==> src/rtl/hwag_gen_pkg.sv <==
// hwag_gen_pkg: shared widths, clamp limits and FSM state type for the crank wheel generator
package hwag_gen_pkg;
  localparam int DEF_PW = 24;
  localparam int DEF_TW = 8;
  localparam int MIN_PERIOD = 2;
  localparam int MIN_TEETH = 3;
  typedef enum logic {GEN_IDLE, GEN_RUN} gen_state_t;
endpackage

==> src/rtl/crank_slot_timer.sv <==
// crank_slot_timer: slot counter, period shadow, active-half compare and end-of-slot strobe
//   clk, rst          clock and synchronous active-high reset
//   start             first cycle of a run: clear counter, load period shadow
//   adv               running: advance counter, reload period shadow at slot end
//   period            requested slot length in clk cycles (clamped to >= 2 at load)
//   eos               current count is the last cycle of the slot
//   act_next          the count after the coming edge lies in the active half
module crank_slot_timer
  import hwag_gen_pkg::*;
#(
  parameter int PW = DEF_PW
) (
  input  logic          clk,
  input  logic          rst,
  input  logic          start,
  input  logic          adv,
  input  logic [PW-1:0] period,
  output logic          eos,
  output logic          act_next
);
  logic [PW-1:0] cnt_q, cnt_d, per_q, per_d, per_c;
  always_comb begin
    per_c = period < PW'(MIN_PERIOD) ? PW'(MIN_PERIOD) : period;
    eos = cnt_q == per_q - PW'(1);
    cnt_d = start ? '0 : adv ? (eos ? '0 : cnt_q + PW'(1)) : cnt_q;
    per_d = (start || (adv && eos)) ? per_c : per_q;
    // odd periods leave the longer half inactive because of the floor
    act_next = cnt_d < (per_d >> 1);
  end
  always_ff @(posedge clk) begin
    if (rst) begin
      cnt_q <= '0;
      per_q <= '0;
    end else begin
      cnt_q <= cnt_d;
      per_q <= per_d;
    end
  end
endmodule

==> src/rtl/crank_wheel_gen.sv <==
// crank_wheel_gen: synthetic missing-tooth crank wheel generator (optional cam via CRANK_WHEEL_GEN_CAM_EN)
//   clk, rst       clock and synchronous active-high reset
//   ena            run enable; dropping it stops immediately
//   inv            output polarity (1 = tooth low), shadowed per revolution
//   period         slot length in clk cycles, shadowed per slot
//   teeth_total    slots per revolution incl. missing, shadowed per revolution
//   teeth_missing  missing slots at end of revolution, shadowed per revolution
//   cam_tooth      (macro only) slot index of the cam pulse, shadowed per revolution
//   cam_out        (macro only) one-slot cam pulse every second revolution
//   vr_out         wheel signal; tooth_num slot index; gap missing slot;
//   rev_stb        first cycle of slot 0; busy running
module crank_wheel_gen
  import hwag_gen_pkg::*;
#(
  parameter int PW = DEF_PW,
  parameter int TW = DEF_TW
) (
  input  logic          clk,
  input  logic          rst,
  input  logic          ena,
  input  logic          inv,
  input  logic [PW-1:0] period,
  input  logic [TW-1:0] teeth_total,
  input  logic [1:0]    teeth_missing,
`ifdef CRANK_WHEEL_GEN_CAM_EN
  input  logic [TW-1:0] cam_tooth,
  output logic          cam_out,
`endif
  output logic          vr_out,
  output logic [TW-1:0] tooth_num,
  output logic          gap,
  output logic          rev_stb,
  output logic          busy
);
  gen_state_t state_q, state_d;
  logic [TW-1:0] idx_q, idx_d, total_q, total_d, tt_c;
  logic [1:0] missing_q, missing_d, ms_c;
  logic inv_q, inv_d;
  logic vr_out_q, vr_out_d, gap_q, gap_d, rev_stb_q, rev_stb_d, busy_q, busy_d;
  logic [TW-1:0] tooth_num_q, tooth_num_d;
  logic start, adv, eos, act_next, wrap, reload;
  crank_slot_timer #(.PW(PW)) u_timer (
    .clk(clk),
    .rst(rst),
    .start(start),
    .adv(adv),
    .period(period),
    .eos(eos),
    .act_next(act_next)
  );
  always_comb begin
    start = state_q == GEN_IDLE && ena;
    adv = state_q == GEN_RUN && ena;
    wrap = adv && eos && idx_q == total_q - TW'(1);
    reload = start || wrap;
    tt_c = teeth_total < TW'(MIN_TEETH) ? TW'(MIN_TEETH) : teeth_total;
    // keep at least two real teeth
    ms_c = TW'(teeth_missing) > tt_c - TW'(2) ? 2'(tt_c - TW'(2)) : teeth_missing;
    state_d = ena ? GEN_RUN : GEN_IDLE;
    total_d = reload ? tt_c : total_q;
    missing_d = reload ? ms_c : missing_q;
    inv_d = reload ? inv : inv_q;
    idx_d = reload ? '0 : (adv && eos) ? idx_q + TW'(1) : idx_q;
    gap_d = ena && idx_d >= total_d - TW'(missing_d);
    rev_stb_d = reload;
    busy_d = ena;
    tooth_num_d = ena ? idx_d : '0;
    vr_out_d = (ena && act_next && !gap_d) ? ~inv_d : inv_d;
  end
  always_ff @(posedge clk) begin
    if (rst) begin
      state_q <= GEN_IDLE;
      idx_q <= '0;
      total_q <= '0;
      missing_q <= '0;
      inv_q <= 1'b0;
      vr_out_q <= 1'b0;
      tooth_num_q <= '0;
      gap_q <= 1'b0;
      rev_stb_q <= 1'b0;
      busy_q <= 1'b0;
    end else begin
      state_q <= state_d;
      idx_q <= idx_d;
      total_q <= total_d;
      missing_q <= missing_d;
      inv_q <= inv_d;
      vr_out_q <= vr_out_d;
      tooth_num_q <= tooth_num_d;
      gap_q <= gap_d;
      rev_stb_q <= rev_stb_d;
      busy_q <= busy_d;
    end
  end
  assign vr_out = vr_out_q;
  assign tooth_num = tooth_num_q;
  assign gap = gap_q;
  assign rev_stb = rev_stb_q;
  assign busy = busy_q;
`ifdef CRANK_WHEEL_GEN_CAM_EN
  logic phase_q, phase_d, cam_out_q, cam_out_d;
  logic [TW-1:0] cam_q, cam_d;
  always_comb begin
    cam_d = reload ? cam_tooth : cam_q;
    phase_d = !ena ? 1'b0 : rev_stb_d ? ~phase_q : phase_q;
    cam_out_d = ena && phase_d && idx_d == cam_d;
  end
  always_ff @(posedge clk) begin
    if (rst) begin
      phase_q <= 1'b0;
      cam_out_q <= 1'b0;
      cam_q <= '0;
    end else begin
      phase_q <= phase_d;
      cam_out_q <= cam_out_d;
      cam_q <= cam_d;
    end
  end
  assign cam_out = cam_out_q;
`endif
endmodule

==> config.mk <==
export PLATFORM = sky130hd
export DESIGN_NAME = crank_wheel_gen
export DESIGN_NICKNAME = d
export VERILOG_FILES = /design/src/rtl/hwag_gen_pkg.sv /design/src/rtl/crank_slot_timer.sv /design/src/rtl/crank_wheel_gen.sv
export SDC_FILE = /design/constraint.sdc
export NUM_CORES = 1
export LEC_CHECK = 0
export CORE_MARGIN = 4
export CORE_UTILIZATION = 30
export CTS_CLUSTER_SIZE = 8
export DETAILED_ROUTE_END_ITERATION = 16
export GPL_ROUTABILITY_DRIVEN = 0
export SLEW_MARGIN = 20
export SYNTH_ARGS = -nofsm -noshare
export SYNTH_HDL_FRONTEND = slang
export SYNTH_SLANG_ARGS = --single-unit
export TNS_END_PERCENT = 20
==> constraint.sdc <==
create_clock -name clk -period 6.5 [get_ports clk]
set_input_delay 0.975 -clock clk [delete_from_list [all_inputs] [get_ports clk]]
set_output_delay 0.975 -clock clk [all_outputs]
set_load 0.01 [all_outputs]
# ---- Yosys cells after proc, flatten, opt, wreduce, memory -nomap -nowiden
# Index checks and enable logic that the tools add are counted.
dict set report totals {
  elab_cells 54
  reg_bits 80
  input_bits 38
  out_inout_bits 12
}
dict set report classes {
  mux 14
  magnitude_cmp 5
  bitwise_logic 3
  n_reduce_logical 11
  n_eq_ne 2
  n_addsub 6
}
# cell count
set ops {}
lappend ops {{$mux 24} 5}
lappend ops {{$mux 8} 4}
lappend ops {{$add 24x1->24 const B} 1}
lappend ops {{$eq 24x24->1} 1}
lappend ops {{$lt 24x2->1 const B} 1}
lappend ops {{$lt 24x23->1} 1}
lappend ops {{$sub 24x1->24 const B} 1}
lappend ops {{$add 8x1->8 const B} 1}
lappend ops {{$eq 8x8->1} 1}
lappend ops {{$ge 8x8->1} 1}
lappend ops {{$gt 2x8->1} 1}
lappend ops {{$lt 8x2->1 const B} 1}
lappend ops {{$sub 8x1->8 const B} 1}
lappend ops {{$sub 8x2->8} 1}
lappend ops {{$sub 8x2->8 const B} 1}
lappend ops {{$logic_and 1x1->1} 7}
lappend ops {{$mux 2} 2}
lappend ops {{$mux 1} 3}
lappend ops {{$not 1->1} 3}
lappend ops {{$logic_or 1x1->1} 2}
lappend ops {{$reduce_or 2->1} 1}
lappend ops {{$logic_not 1->1} 1}

# ---- Logic depth before layout (Yosys ltp)
dict set report depth {
  depth_word 12
  mapped_depth 28
  mapped_depth_nobuf 27
}

# ---- By module
# Synthesis repeated with hierarchy kept, for this count alone.
dict set report hier_totals {
  hier_cells 642
  area_unflattened_um2 5352.6
}
# module seq_area_each_um2 area_each_um2 n_inst cells_each
set modules_own_cells {}
lappend modules_own_cells {crank_slot_timer 960.9 3478.3 1 426}
lappend modules_own_cells {crank_wheel_gen 620.6 1874.3 1 216}

# ---- Worst setup path after synthesis
# OpenSTA, ideal clock, no wires.
dict set report synth_timing {
  path_type {register -> register}
  from {reg u_timer.per_q[2]}
  to {reg vr_out_q, in the netlist vr_out}
  path_slack_ns 1.034
  required_time_ns 6.368
  period_less_slack_ns 5.466
  stages_incl_launch_ff 28
  arrival_ns 5.335
  setup_ns 0.132
  path_buffers 2
  cell_sequence {dfxtp_1 > buf_2 > or4_1 > or4_1 > a32oi_1 > o2111ai_1 > nor4_2 > nand4_1 > nand2_1 > buf_6 > mux2i_1 > inv_1 > ha_1 > a21o_1 > nor2_1 > nand2_1 > xor2_1 > nor2_1 > a21oi_1 > ha_1 > and3_1 > a21oi_1 > o21ai_0 > o41ai_1 > o31ai_1 > nor3_1 > o211ai_1 > nor3b_1}
}
dict set report synth_between {
  elab_chain_len 12
  word_cells_on_any_way 24
  classes_between {2 x add/sub; 2 x order compare; 1 x eq/ne; 10 x mux; 1 x bitwise; 8 x reduce/logical}
}
# item line_no
set synth_rtl {}
lappend synth_rtl {{start: declaration} crank_slot_timer.sv:21} ;# logic [PW-1:0] cnt_q, cnt_d, per_q, per_d, per_c;
lappend synth_rtl {{start signal: assignment} crank_slot_timer.sv:36} ;# per_q <= per_d;
lappend synth_rtl {{$sub 24x1->24} crank_slot_timer.sv:24} ;# eos = cnt_q == per_q - PW'(1);
lappend synth_rtl {{$eq 24x24->1} crank_slot_timer.sv:24}
lappend synth_rtl {{$logic_and 1x1->1 (2 in series)} crank_wheel_gen.sv:54} ;# wrap = adv && eos && idx_q == total_q - TW'(1);
lappend synth_rtl {{$logic_or 1x1->1} crank_wheel_gen.sv:55} ;# reload = start || wrap;
lappend synth_rtl {{$mux 8} crank_wheel_gen.sv:60} ;# total_d = reload ? tt_c : total_q;
lappend synth_rtl {{named net total_d[1]} crank_wheel_gen.sv:36} ;# logic [TW-1:0] idx_q, idx_d, total_q, total_d, tt_c;
lappend synth_rtl {{$sub 8x2->8} crank_wheel_gen.sv:64} ;# gap_d = ena && idx_d >= total_d - TW'(missing_d);
lappend synth_rtl {{$ge 8x8->1} crank_wheel_gen.sv:64}
lappend synth_rtl {{$logic_and 1x1->1} crank_wheel_gen.sv:64}
lappend synth_rtl {{$logic_not 1->1} crank_wheel_gen.sv:68} ;# vr_out_d = (ena && act_next && !gap_d) ? ~inv_d : inv_d;
lappend synth_rtl {{$logic_and 1x1->1} crank_wheel_gen.sv:68}
lappend synth_rtl {{$mux 1} crank_wheel_gen.sv:68}
lappend synth_rtl {{end signal: assignment} crank_wheel_gen.sv:88} ;# vr_out_q <= vr_out_d;
lappend synth_rtl {{end: declaration} crank_wheel_gen.sv:39} ;# logic vr_out_q, vr_out_d, gap_q, gap_d, rev_stb_q, rev_stb_d, busy_q, busy_d;
# The timed path passes the listed nets, and every way through them passes these cells.
# A chain may end at the register's enable or synchronous reset.

# ---- Worst setup path in the final report
dict set report layout_timing {
  from {reg u_timer.per_q[0]}
  to {reg vr_out_q, in the netlist vr_out}
}
# The elaborated chain is that of the path after synthesis.

==> impl_metrics.tcl <==
set metrics [dict create \
    die_area_um2 21700 \
    power.total_uw 1410 \
    vias 5021 \
    slowest_stage "or4_1" \
    ys_warn_count 0 \
    cts-root-buf "clkbuf_16" \
    dpl.hpwl_um 12200 \
    finalSetupTns_ns 0 \
    status "finished, final reports clean" \
    layout.nets 816 \
    final_hold_viol_count 0 \
    max-cap-violations 0 \
    multi_input_area_um2 3970 \
    drt-pass1-iter-count 7 \
    antenna_found_initial 0 \
    crit_path_end_kind "flip-flop" \
    period_share_pct 92.4 \
    synth_nets 780 \
    synth-async-reset-ratio_pct 0 \
    vias_per_cell 5.01 \
    fp-row-count 50 \
    grt_pass1_wl_um 25600 \
    cpPeakStageDelay_ns 0.68 \
    grt_pass1_vias 4893 \
    critPathRequiredTime_ns 6.72 \
    slew_headroom_pct 33.6 \
    period_needed_ns 6.00 \
    ant_nets 0 \
    nFillCells 1976 \
    syn_to_final_growth_pct 18.0 \
    core_um2 18900 \
    drive_above_1_share_pct 8.75 \
    peakVddDrop_mv 0.111 \
    htreeDepth 3 \
    wirelength_um 15600 \
    reg2reg_to "vr_out" \
    hold_path_depth 2 \
    rsz0062_at_grt "false" \
    cts_buffers 9 \
    wl_per_cell_um 15.6 \
    startpoint "u_timer.per_q[0]" \
    worstSetupPathType "reg -> reg" \
    seq_area_um2 1580 \
    synth_edf_count 0 \
    arrival_ns 6.22 \
    cts_tree "done" \
    clock_latency_ns 0.35 \
    drc_errors 0 \
    setup_violations 0 \
    die_y_um 147 \
    synth_ff_type "dfxtp_1" \
    power_density_nw_per_um2 205 \
    r2r_slack_ns 0.50 \
    yosys_register_bits 79 \
    synth.avg_cell_area_um2 8.29 \
    syn_inst 702 \
    worst_pin_slew_ns 0.996 \
    final_util_pct 36.3 \
    n_antenna_cell 0 \
    clock_skew_ns 0.00867 \
    ys_types 80 \
    reg2regPathDepth 25 \
    post_cts_buffers 0 \
    grt_max_degree 43 \
    pin_count 50 \
    drtIter0Drc 383 \
    grt.overflow.total 0 \
    worstSetupEndpoint "vr_out" \
    holdBufCountCts 0 \
    final-max-slew-violation-count 0 \
    clock_path_buffers 2 \
    seq_area_frac_synth_pct 27.2 \
    groute.usage.overall_pct 14.5 \
    clkSinkCount 79 \
    portBuffers 49 \
    p_leak_uw 0.00262 \
    fmax_ghz 0.167 \
    netlist_area_um2 5820 \
    path_max_fanout 7 \
    path_clk_slew_ns 0.06 \
    r2r_start "u_timer.per_q[0]" \
    start_kind "flip-flop" \
    initial_core_util_pct 30.8 \
    hp-class "reg -> reg" \
    dieWidth_um 147 \
    cts.repair.resized 0 \
]
[routing by layer]
| layer | GRT usage, % | part of all wire [%] | up-vias |
|---|---|---|---|
| met4 | 5.13 | 2.0 | 0 |
| met2 | 23.0 | 45 | 95 |
| li1 | - | - | 2557 |
| met1 | 20.1 | 49 | 2352 |
| met5 | 0 | 0 | - |
| met3 | 2.16 | 3.6 | 17 |
[synthesized netlist by cell type (3+ instances only)]
library cell | n | area [um^2]
a2111oi_0 | 5 | 43.8
a211oi_1 | 4 | 30.0
a21boi_0 | 3 | 22.5
a21o_1 | 5 | 37.5
a21oi_1 | 18 | 90.1
and3_1 | 9 | 56.3
and4_1 | 4 | 35.0
buf_2 | 9 | 45.0
buf_6 | 6 | 67.6
clkbuf_1 | 12 | 45.0
dfxtp_1 | 79 | 1580
ha_1 | 39 | 488
inv_1 | 22 | 82.6
mux2i_1 | 26 | 260
mux2i_2 | 7 | 96.3
nand2_1 | 38 | 143
nand2b_1 | 10 | 62.6
nand3_1 | 21 | 105
nand3b_1 | 4 | 30.0
nand4_1 | 10 | 62.6
nor2_1 | 130 | 488
nor2_2 | 4 | 25.0
nor2b_1 | 10 | 62.6
nor3_1 | 13 | 65.1
nor3b_1 | 6 | 45.0
nor4_1 | 17 | 106
nor4_2 | 6 | 75.1
o21a_1 | 5 | 37.5
o21ai_0 | 25 | 125
o22ai_1 | 4 | 25.0
o31ai_1 | 3 | 22.5
or2_2 | 4 | 25.0
or3_1 | 9 | 56.3
or4_1 | 3 | 22.5
xnor2_1 | 40 | 350
xor2_1 | 38 | 333
[worst min-delay path by stage]
stage	from	end	slack, ns
floorplan	missing_q[1]	missing_q[1]	0.48
global route	missing_q[1]	missing_q[1]	0.59
detailed placement	missing_q[1]	missing_q[1]	0.54
CTS	missing_q[1]	missing_q[1]	0.55
finish	missing_q[1]	missing_q[1]	0.56
global placement	missing_q[1]	missing_q[1]	0.55
[per-stage QoR]
| stage | worst slack [ns] | cells | hold slack, ns | instance area [um^2] |
|---|---|---|---|---|
| final | 0.496 | 1003 | 0.560 | 6860 |
| after detailed placement | 0.0567 | 987 | 0.537 | 6490 |
| after CTS | 0.287 | 1003 | 0.554 | 6840 |
| after floorplan | 1.03 | 702 | 0.482 | 5820 |
| after global placement | 0.320 | 987 | 0.552 | 6490 |
| after global routing | 0.0278 | 1003 | 0.594 | 6860 |
[cell families after synthesis]
| family | synth area share (%) |
|---|---|
| XOR/XNOR | 12.1 |
| AO/OA/AOI/OAI | 12.6 |
| AND/OR/NAND/NOR | 27.6 |
| adder cells (fa/ha/maj) | 8.73 |
| flip-flops | 27.2 |
| multiplexers | 6.58 |
| buffers and inverters | 5.14 |
[registers in the layout (all words and copies together), names as in the netlist]
signal         cells
state_q            1
u_timer.cnt_q     24
missing_q          2
rev_stb            1
inv_q              1
vr_out             1
total_q            8
gap                1
idx_q              8
u_timer.per_q     24
tooth_num          8
[final cells by class]
cell class	count	share of cell area, %
well taps	260	4.74
multi-input cells	568	57.8
repair buffers	58	8.13
clock buffers	10	3.48
inverters	22	1.20
clock inverters	6	1.57
flip-flops and latches	79	23.0
[where the power goes]
part	total (uW)	internal [uW]	switching, uW
registers	524	499	24.7
clock network	592	384	208
logic	293	132	162
[layout by cell type (no fill, tap or decap), drive strengths merged, types with 23 or more instances in the layout]
cell	synthesis	routed
nor2	134	134
xor2	38	38
clkdlybuf4s50	0	49
o21ai	25	25
nor4	23	23
mux2i	33	33
xnor2	40	40
nand2	38	38
dfxtp	79	79
ha	39	39
[worst max-delay path, delay by kind of cell (launching register included)]
family                   cells  cell delay (ns)
multiplexers                 1             0.35
XOR/XNOR                     1             0.14
AO/OA/AOI/OAI                9             1.37
buffers and inverters        1             0.08
adder cells (fa/ha/maj)      2             0.58
AND/OR/NAND/NOR             11             2.98
flip-flops                   1             0.37
No activity file was read; power rests on OpenSTA's default activity.
